## src/rtl/i2c_slave_byte_rx.sv

```systemverilog
// Write-only I2C slave receiver: oversamples SCL/SDA, matches a 7-bit address,
// ACKs every byte and emits each data byte with a one-cycle done strobe.
module i2c_slave_byte_rx #(
  parameter logic [6:0] SLAVE_ADDR = 7'h42
) (
  input  logic       clk,
  input  logic       rst_n,
  input  logic       scl,
  input  logic       sda_in,
  output logic       sda_oe,
  output logic [7:0] slave_data_out,
  output logic       done,
  output logic       busy
);

  typedef enum logic [2:0] {
    IDLE,
    ADDR,
    ADDR_ACK,
    DATA,
    DATA_ACK,
    WAIT_STOP
  } state_t;

  state_t      r_state, w_state_nxt;
  logic        r_scl_s1, r_scl_s2, r_scl_d;
  logic        r_sda_s1, r_sda_s2, r_sda_d;
  logic [7:0]  r_shift, w_shift_nxt;
  logic [3:0]  r_cnt, w_cnt_nxt;
  logic        r_sda_oe, w_sda_oe_nxt;
  logic        r_busy, w_busy_nxt;
  logic        r_done, w_done_nxt;
  logic [7:0]  r_data, w_data_nxt;

  logic        w_scl_rise, w_scl_fall, w_start, w_stop, w_addr_match;
  logic [7:0]  w_shift_in;
  logic [3:0]  w_cnt_inc;

  // Synchronisers reset to 1 so a released reset on an idle bus sees no edges
  always_ff @(posedge clk or negedge rst_n) begin
    if (!rst_n) begin
      r_scl_s1 <= 1'b1;
      r_scl_s2 <= 1'b1;
      r_scl_d  <= 1'b1;
      r_sda_s1 <= 1'b1;
      r_sda_s2 <= 1'b1;
      r_sda_d  <= 1'b1;
    end else begin
      r_scl_s1 <= scl;
      r_scl_s2 <= r_scl_s1;
      r_scl_d  <= r_scl_s2;
      r_sda_s1 <= sda_in;
      r_sda_s2 <= r_sda_s1;
      r_sda_d  <= r_sda_s2;
    end
  end

  assign w_scl_rise   = r_scl_s2 & ~r_scl_d;
  assign w_scl_fall   = ~r_scl_s2 & r_scl_d;
  assign w_start      = r_scl_s2 & r_scl_d & ~r_sda_s2 & r_sda_d;
  assign w_stop       = r_scl_s2 & r_scl_d & r_sda_s2 & ~r_sda_d;
  assign w_shift_in   = {r_shift[6:0], r_sda_s2};
  assign w_cnt_inc    = (r_cnt == 4'd8) ? 4'd8 : r_cnt + 4'd1;
  assign w_addr_match = (r_shift[7:1] == SLAVE_ADDR) && !r_shift[0];

  always_ff @(posedge clk or negedge rst_n) begin
    if (!rst_n) r_state <= IDLE;
    else        r_state <= w_state_nxt;
  end

  // Bus conditions are tested before bit sampling so START/STOP always win
  always_comb begin
    w_state_nxt  = r_state;
    w_shift_nxt  = r_shift;
    w_cnt_nxt    = r_cnt;
    w_sda_oe_nxt = r_sda_oe;
    w_busy_nxt   = r_busy;
    w_done_nxt   = 1'b0;
    w_data_nxt   = r_data;

    if (w_start) begin
      w_state_nxt  = ADDR;
      w_cnt_nxt    = 4'd0;
      w_shift_nxt  = 8'h00;
      w_sda_oe_nxt = 1'b0;
      w_busy_nxt   = 1'b0;
    end else if (w_stop) begin
      w_state_nxt  = IDLE;
      w_cnt_nxt    = 4'd0;
      w_sda_oe_nxt = 1'b0;
      w_busy_nxt   = 1'b0;
    end else begin
      case (r_state)
        IDLE: ;
        ADDR: begin
          if (w_scl_rise) begin
            w_shift_nxt = w_shift_in;
            w_cnt_nxt   = w_cnt_inc;
          end else if (w_scl_fall && r_cnt == 4'd8) begin
            if (w_addr_match) begin
              w_state_nxt  = ADDR_ACK;
              w_sda_oe_nxt = 1'b1;
              w_busy_nxt   = 1'b1;
            end else begin
              w_state_nxt  = WAIT_STOP;
              w_sda_oe_nxt = 1'b0;
            end
          end
        end
        ADDR_ACK, DATA_ACK: begin
          w_sda_oe_nxt = 1'b1;
          if (w_scl_fall) begin
            w_state_nxt  = DATA;
            w_cnt_nxt    = 4'd0;
            w_sda_oe_nxt = 1'b0;
          end
        end
        DATA: begin
          if (w_scl_rise) begin
            w_shift_nxt = w_shift_in;
            w_cnt_nxt   = w_cnt_inc;
            if (r_cnt == 4'd7) begin
              w_data_nxt = w_shift_in;
              w_done_nxt = 1'b1;
            end
          end else if (w_scl_fall && r_cnt == 4'd8) begin
            w_state_nxt  = DATA_ACK;
            w_sda_oe_nxt = 1'b1;
          end
        end
        WAIT_STOP: ;
        default: w_state_nxt = IDLE;
      endcase
    end
  end

  always_ff @(posedge clk or negedge rst_n) begin
    if (!rst_n) begin
      r_shift  <= 8'h00;
      r_cnt    <= 4'd0;
      r_sda_oe <= 1'b0;
      r_busy   <= 1'b0;
      r_done   <= 1'b0;
      r_data   <= 8'h00;
    end else begin
      r_shift  <= w_shift_nxt;
      r_cnt    <= w_cnt_nxt;
      r_sda_oe <= w_sda_oe_nxt;
      r_busy   <= w_busy_nxt;
      r_done   <= w_done_nxt;
      r_data   <= w_data_nxt;
    end
  end

  assign sda_oe         = r_sda_oe;
  assign busy           = r_busy;
  assign done           = r_done;
  assign slave_data_out = r_data;

endmodule
```

## config.mk

```make
export PLATFORM = sky130hd
export DESIGN_NAME = i2c_slave_byte_rx
export DESIGN_NICKNAME = d
export VERILOG_FILES = /design/src/rtl/i2c_slave_byte_rx.sv
export SDC_FILE = /design/constraint.sdc
export NUM_CORES = 1
export LEC_CHECK = 0
export CORE_ASPECT_RATIO = 1.4
export CORE_MARGIN = 2
export CORE_UTILIZATION = 55
export DETAILED_ROUTE_END_ITERATION = 6
export PLACE_DENSITY = 0.77
export SLEW_MARGIN = 15
export SYNTH_ARGS = -nofsm -noshare
export SYNTH_HDL_FRONTEND = slang
export SYNTH_SLANG_ARGS = --single-unit
```

## constraint.sdc

```tcl
create_clock -name clk -period 1.9 [get_ports clk]
set_input_delay 0.38 -clock clk [delete_from_list [all_inputs] [get_ports clk]]
set_output_delay 0.38 -clock clk [all_outputs]
set_load 0.02 [all_outputs]
```

; After elaboration in Yosys (flattened, before gate mapping)
; Index checks and enable logic that the tools add are counted.
[totals]
register_bits = 32
inputBits = 4
wordCells = 103
[classes]
add_sub_neg = 1
n_eq_ne = 17
n_mux = 39
bitwise_logic = 13
reduce_logical = 20
[op_table]
columns = cell, count
row1 = $mux W8, 4
row2 = $mux W3, 8
row3 = $mux W4, 5
row4 = $ne A4 B4 Y1 const B, 5
row5 = $mux W1, 19
row6 = $pmux W3 S4, 1
row7 = $reduce_and A5 Y1, 2
row8 = $reduce_bool A3 Y1, 3
row9 = $pmux W4 S2, 1
row10 = $and A1 B1 Y1, 7
row11 = $eq A7 B7 Y1 const B, 1
row12 = $eq A3 B2 Y1 const B, 2
row13 = $eq A3 B3 Y1 const B, 2
row14 = $ne A3 B1 Y1 const B, 2
row15 = $not A1 Y1, 6
row16 = $reduce_and A3 Y1, 2
row17 = $reduce_and A6 Y1, 1
row18 = $reduce_or A2 Y1, 3
row19 = $reduce_bool A5 Y1, 1
row20 = $add A4 B1 Y4 const B, 1
row21 = $eq A4 B3 Y1 const B, 1
row22 = $eq A4 B4 Y1 const B, 1
row23 = $ne A4 B1 Y1 const B, 1
row24 = $reduce_and A4 Y1, 1
row25 = 8 further kinds, 10

; Longest topological paths before layout
[logic_depth]
depth_word = 8
depth_mapped = 6

; Least setup slack after synthesis
; Ideal clock, no wire load.
[synth_path]
kind = register to register
start = reg r_cnt[0]
end = reg r_busy (netlist: busy)
setup_time_ns = 0.078
arrival_time_ns = 1.410
setup_slack_ns = 0.412
path_stages_with_launch = 7
n_path_buf = 0
synth_period_minus_slack_ns = 1.488
path_cell_list = dfrtp_1 -> inv_1 -> ha_1 -> and3b_1 -> nand3_1 -> or3_1 -> a21oi_1
[synth_via]
elab_chain_cells = 4
[synth_rtl]
columns = element, line_no
row1 = start: declaration, 29  ; logic [3:0] r_cnt, w_cnt_nxt;
row2 = start signal: assignment, 147  ; r_cnt <= w_cnt_nxt;
row3 = $eq A4 B4 Y1, 99  ; end else if (w_scl_fall && r_cnt == 4'd8) begin
row4 = $logic_and A1 B1 Y1, 99
row5 = $reduce_bool A3 Y1 (no line), n/a
row6 = $reduce_and A4 Y1 (no line), n/a
row7 = end signal: assignment, 149  ; r_busy <= w_busy_nxt;
row8 = end: declaration, 31  ; logic r_busy, w_busy_nxt;
; Every way passes these cells.
; A chain may end at the register's enable or synchronous reset.

; Final worst setup path
; Ends and elaborated chain as after synthesis.

==> summary.txt <==
Req. time, crit path -> 2.16 ns
H-tree level count -> 2
Core ar. -> 2615 um^2
Layout cells sized above 1 -> 0.1987
Final Util -> 0.6651
Row count -> 22
GR Overflow Total -> 0
First-pass GRT wire length -> 4988 um
Slowest cell on crit path -> dfrtp_1
Final worst path period need -> 1.688 ns
Clock Latency Late Sink -> 0.33 ns
CTS tree -> done
CP Data Arrival Time -> 1.95 ns
Mapped Cells -> 134
Max-slew violation count -> 0
Worst Path Buf+Inv -> 1
Root Buffer -> clkbuf_4
Vias in the first global route -> 1155
Cells after DPL -> 184
Total Die Area -> 3177 um^2
Synth top area share -> 0.4323
Worst-margin pin slew -> 0.3960 ns
DIE HEIGHT -> 65.90 um
Cell family with most CP delay -> simple AND/OR/NAND/NOR gates
Syn-to-layout area delta -> 15.54%
GPL Wtd Cong -> 0.9177
Slew margin rel. -> 0.7323
CP cell instances -> inv_1, ha_1, and3b_1, nand3_1, or3_1, a21oi_1
Worst hold path type -> flop to flop
Residual DRC count -> 0
Kind of critical path -> flop to flop
CTS buffer count -> 5
Die Wd -> 48.22 um
Asr flop ratio synth -> 1.000
Final setup fails -> 0
Largest net degree at the start of global routing -> 33
Total number of vias -> 1066
Final Hold Vio Count -> 0
Tcrit/Tclk final -> 0.8886
Post-synth design cell area -> 1505 um^2
Worst ir drop on vdd -> 0.0006151 V
Post-Syn Area per Cell -> 11.23 um^2
Worst setup EP type -> flop
Post-CTS Setup Bufs -> 0
Fin cells -> 192
Leak -> 0.0007522 uW
Routed WL per cell -> 14.42 um
# clock sinks -> 32
Final ANT Viol Nets -> 0
Pwr/cell area -> 1031 nW/um^2
Synth Register Bits -> 32
Cts hold-fix bufs -> 0
Sequential area share after synthesis -> 0.5370
# port buffers -> 14
Synth Net Count -> 140
DP Wirelength -> 1996 um
CTS resizes -> 0
DR iter-0 viols -> 21
Distinct cells, synth -> 40
Setup TNS -> 0 ns
CP startpoint kind -> flop
Fmax -> 592.3 MHz
RSZ-0062 raised after global routing -> no
Initial Util -> 0.5756
Status -> completed
CP Max Fanout -> 5
Routed wire length -> 2768 um
Skew final -> 0.002321 ns
Post-synth EDFFs -> 0
Initial antenna violation count -> 0
First-pass DRT Iterations -> 5
CTS clock-pin slew for the worst setup and hold paths -> 0.09 ns
Max_cap viols -> 0
# IOs -> 15
Clock Path Buffers -> 2
YS warnings -> 0
Antenna Cells -> 0
GRT Total Usage -> 0.2264
Synth area leaders -> dfrtp_1, dfstp_2, mux2_2, nand2_1, a21oi_1
Yosys top cell by area -> dfrtp_1
Vias per inst -> 5.552
Crit path largest cell delay -> 0.44 ns
Layout Nets -> 161
Synth Flop Type -> dfrtp_1
==> where the power goes <==
group / total (uW) / switching, uW / internal [uW]
combinational: 488 / 244 / 244
sequential: 947 / 161 / 786
clock: 358 / 214 / 144
total: 1790 / 618 / 1170
==> worst paths after layout <==
path                                 startpoint                endpoint  slack [ns]  cells past startpoint
max                        r_cnt[0]$_DFFE_PN0P_        busy$_DFFE_PN0P_        0.21                      6
max in group asynchronous                 rst_n      r_sda_s1$_DFF_PN1_        1.14                      2
min in group asynchronous                 rst_n  r_state[0]$_DFFE_PN0P_        0.44                      2
max reg2reg                r_cnt[0]$_DFFE_PN0P_        busy$_DFFE_PN0P_        0.21                      6
min                          r_sda_s1$_DFF_PN1_      r_sda_s2$_DFF_PN1_        0.36                      0
min reg2reg                  r_sda_s1$_DFF_PN1_      r_sda_s2$_DFF_PN1_        0.36                      0
==> registers in the layout (all words and copies together) (netlist names) <==
register,flops
r_sda_d,1
r_scl_d,1
r_scl_s1,1
r_sda_s1,1
r_scl_s2,1
done,1
busy,1
r_shift,8
sda_oe,1
r_state,3
r_sda_s2,1
slave_data_out,8
r_cnt,4
==> cells by family (layout without fill, tap and decap cells) <==
kind of cell / count (synthesis) / after routing / synth area share
DFF: 32 / 32 / 0.5370
AOI/OAI and AO/OA: 27 / 27 / 0.1156
adders and majority gates: 2 / 2 / 0.01662
muxes: 9 / 9 / 0.06650
buffers and inverters: 9 / 31 / 0.03574
xor gates and xnor gates: 3 / 3 / 0.01746
and+or+nand+nor: 52 / 52 / 0.2111
==> through the flow <==
stage | setup WS (ns) | instance area [um^2] | hold slack, ns | total power (uW)
2_1_floorplan | 0.4124 | 1505 | 0.08441 | 1334
3_3_place_gp | 0.2891 | 1689 | 0.3460 | 1423
3_5_place_dp | 0.2409 | 1689 | 0.3492 | 1443
4_1_cts | 0.1994 | 1739 | 0.3633 | 1809
5_1_grt | 0.09453 | 1739 | 0.3689 | 1929
6_report | 0.2116 | 1739 | 0.3614 | 1792
==> cells in the mapped netlist (3+ instances only) <==
cell      instances
dfstp_2           6
a22o_1            3
inv_1             4
nand3_1           4
a21oi_1          12
nor2_1            6
nor3_1            5
a211oi_1          3
nand2_1          18
xnor2_1           3
mux2_2            8
dfrtp_1          26
==> per-layer routing <==
layer	vias to the layer above	part of all wire	GRT usage	wire length [um]
met3	10	0.046	0.09836	126
li1	520	-	-	-
met5	-	0	0	0
met1	505	0.41	0.2532	1129
met4	0	0.031	0.1351	86
met2	31	0.51	0.3405	1425
==> worst register-to-register path, cell delays in order (launching register included) <==
cell and delay [ns]:
dfrtp_1 0.44, inv_1 0.08, ha_1 0.17, and3b_1 0.26, nand3_1 0.13, or3_1 0.39, a21oi_1 0.15
==> cells in the final DEF, fill, tap and decap left out, types with 3 or more instances in the layout <==
cell	count
nand2_1	18
clkdlybuf4s50_1	14
buf_4	5
dfrtp_1	26
xnor2_1	3
nor2_1	6
a211oi_1	3
nand3_1	4
dfstp_2	6
nor3_1	5
clkbuf_4	5
a21oi_1	12
mux2_2	8
a22o_1	3
inv_1	4
==> layout make-up <==
class	instances	area (um^2)
clock inverters	1	5.005
well taps	36	45.04
inverters	4	15.01
multi-input cells	93	643.1
clock buffers	7	45.04
fillers	213	875.8
flip-flops and latches	32	808.3
repair buffers	19	177.7
No activity file was read; power rests on OpenSTA's default activity.
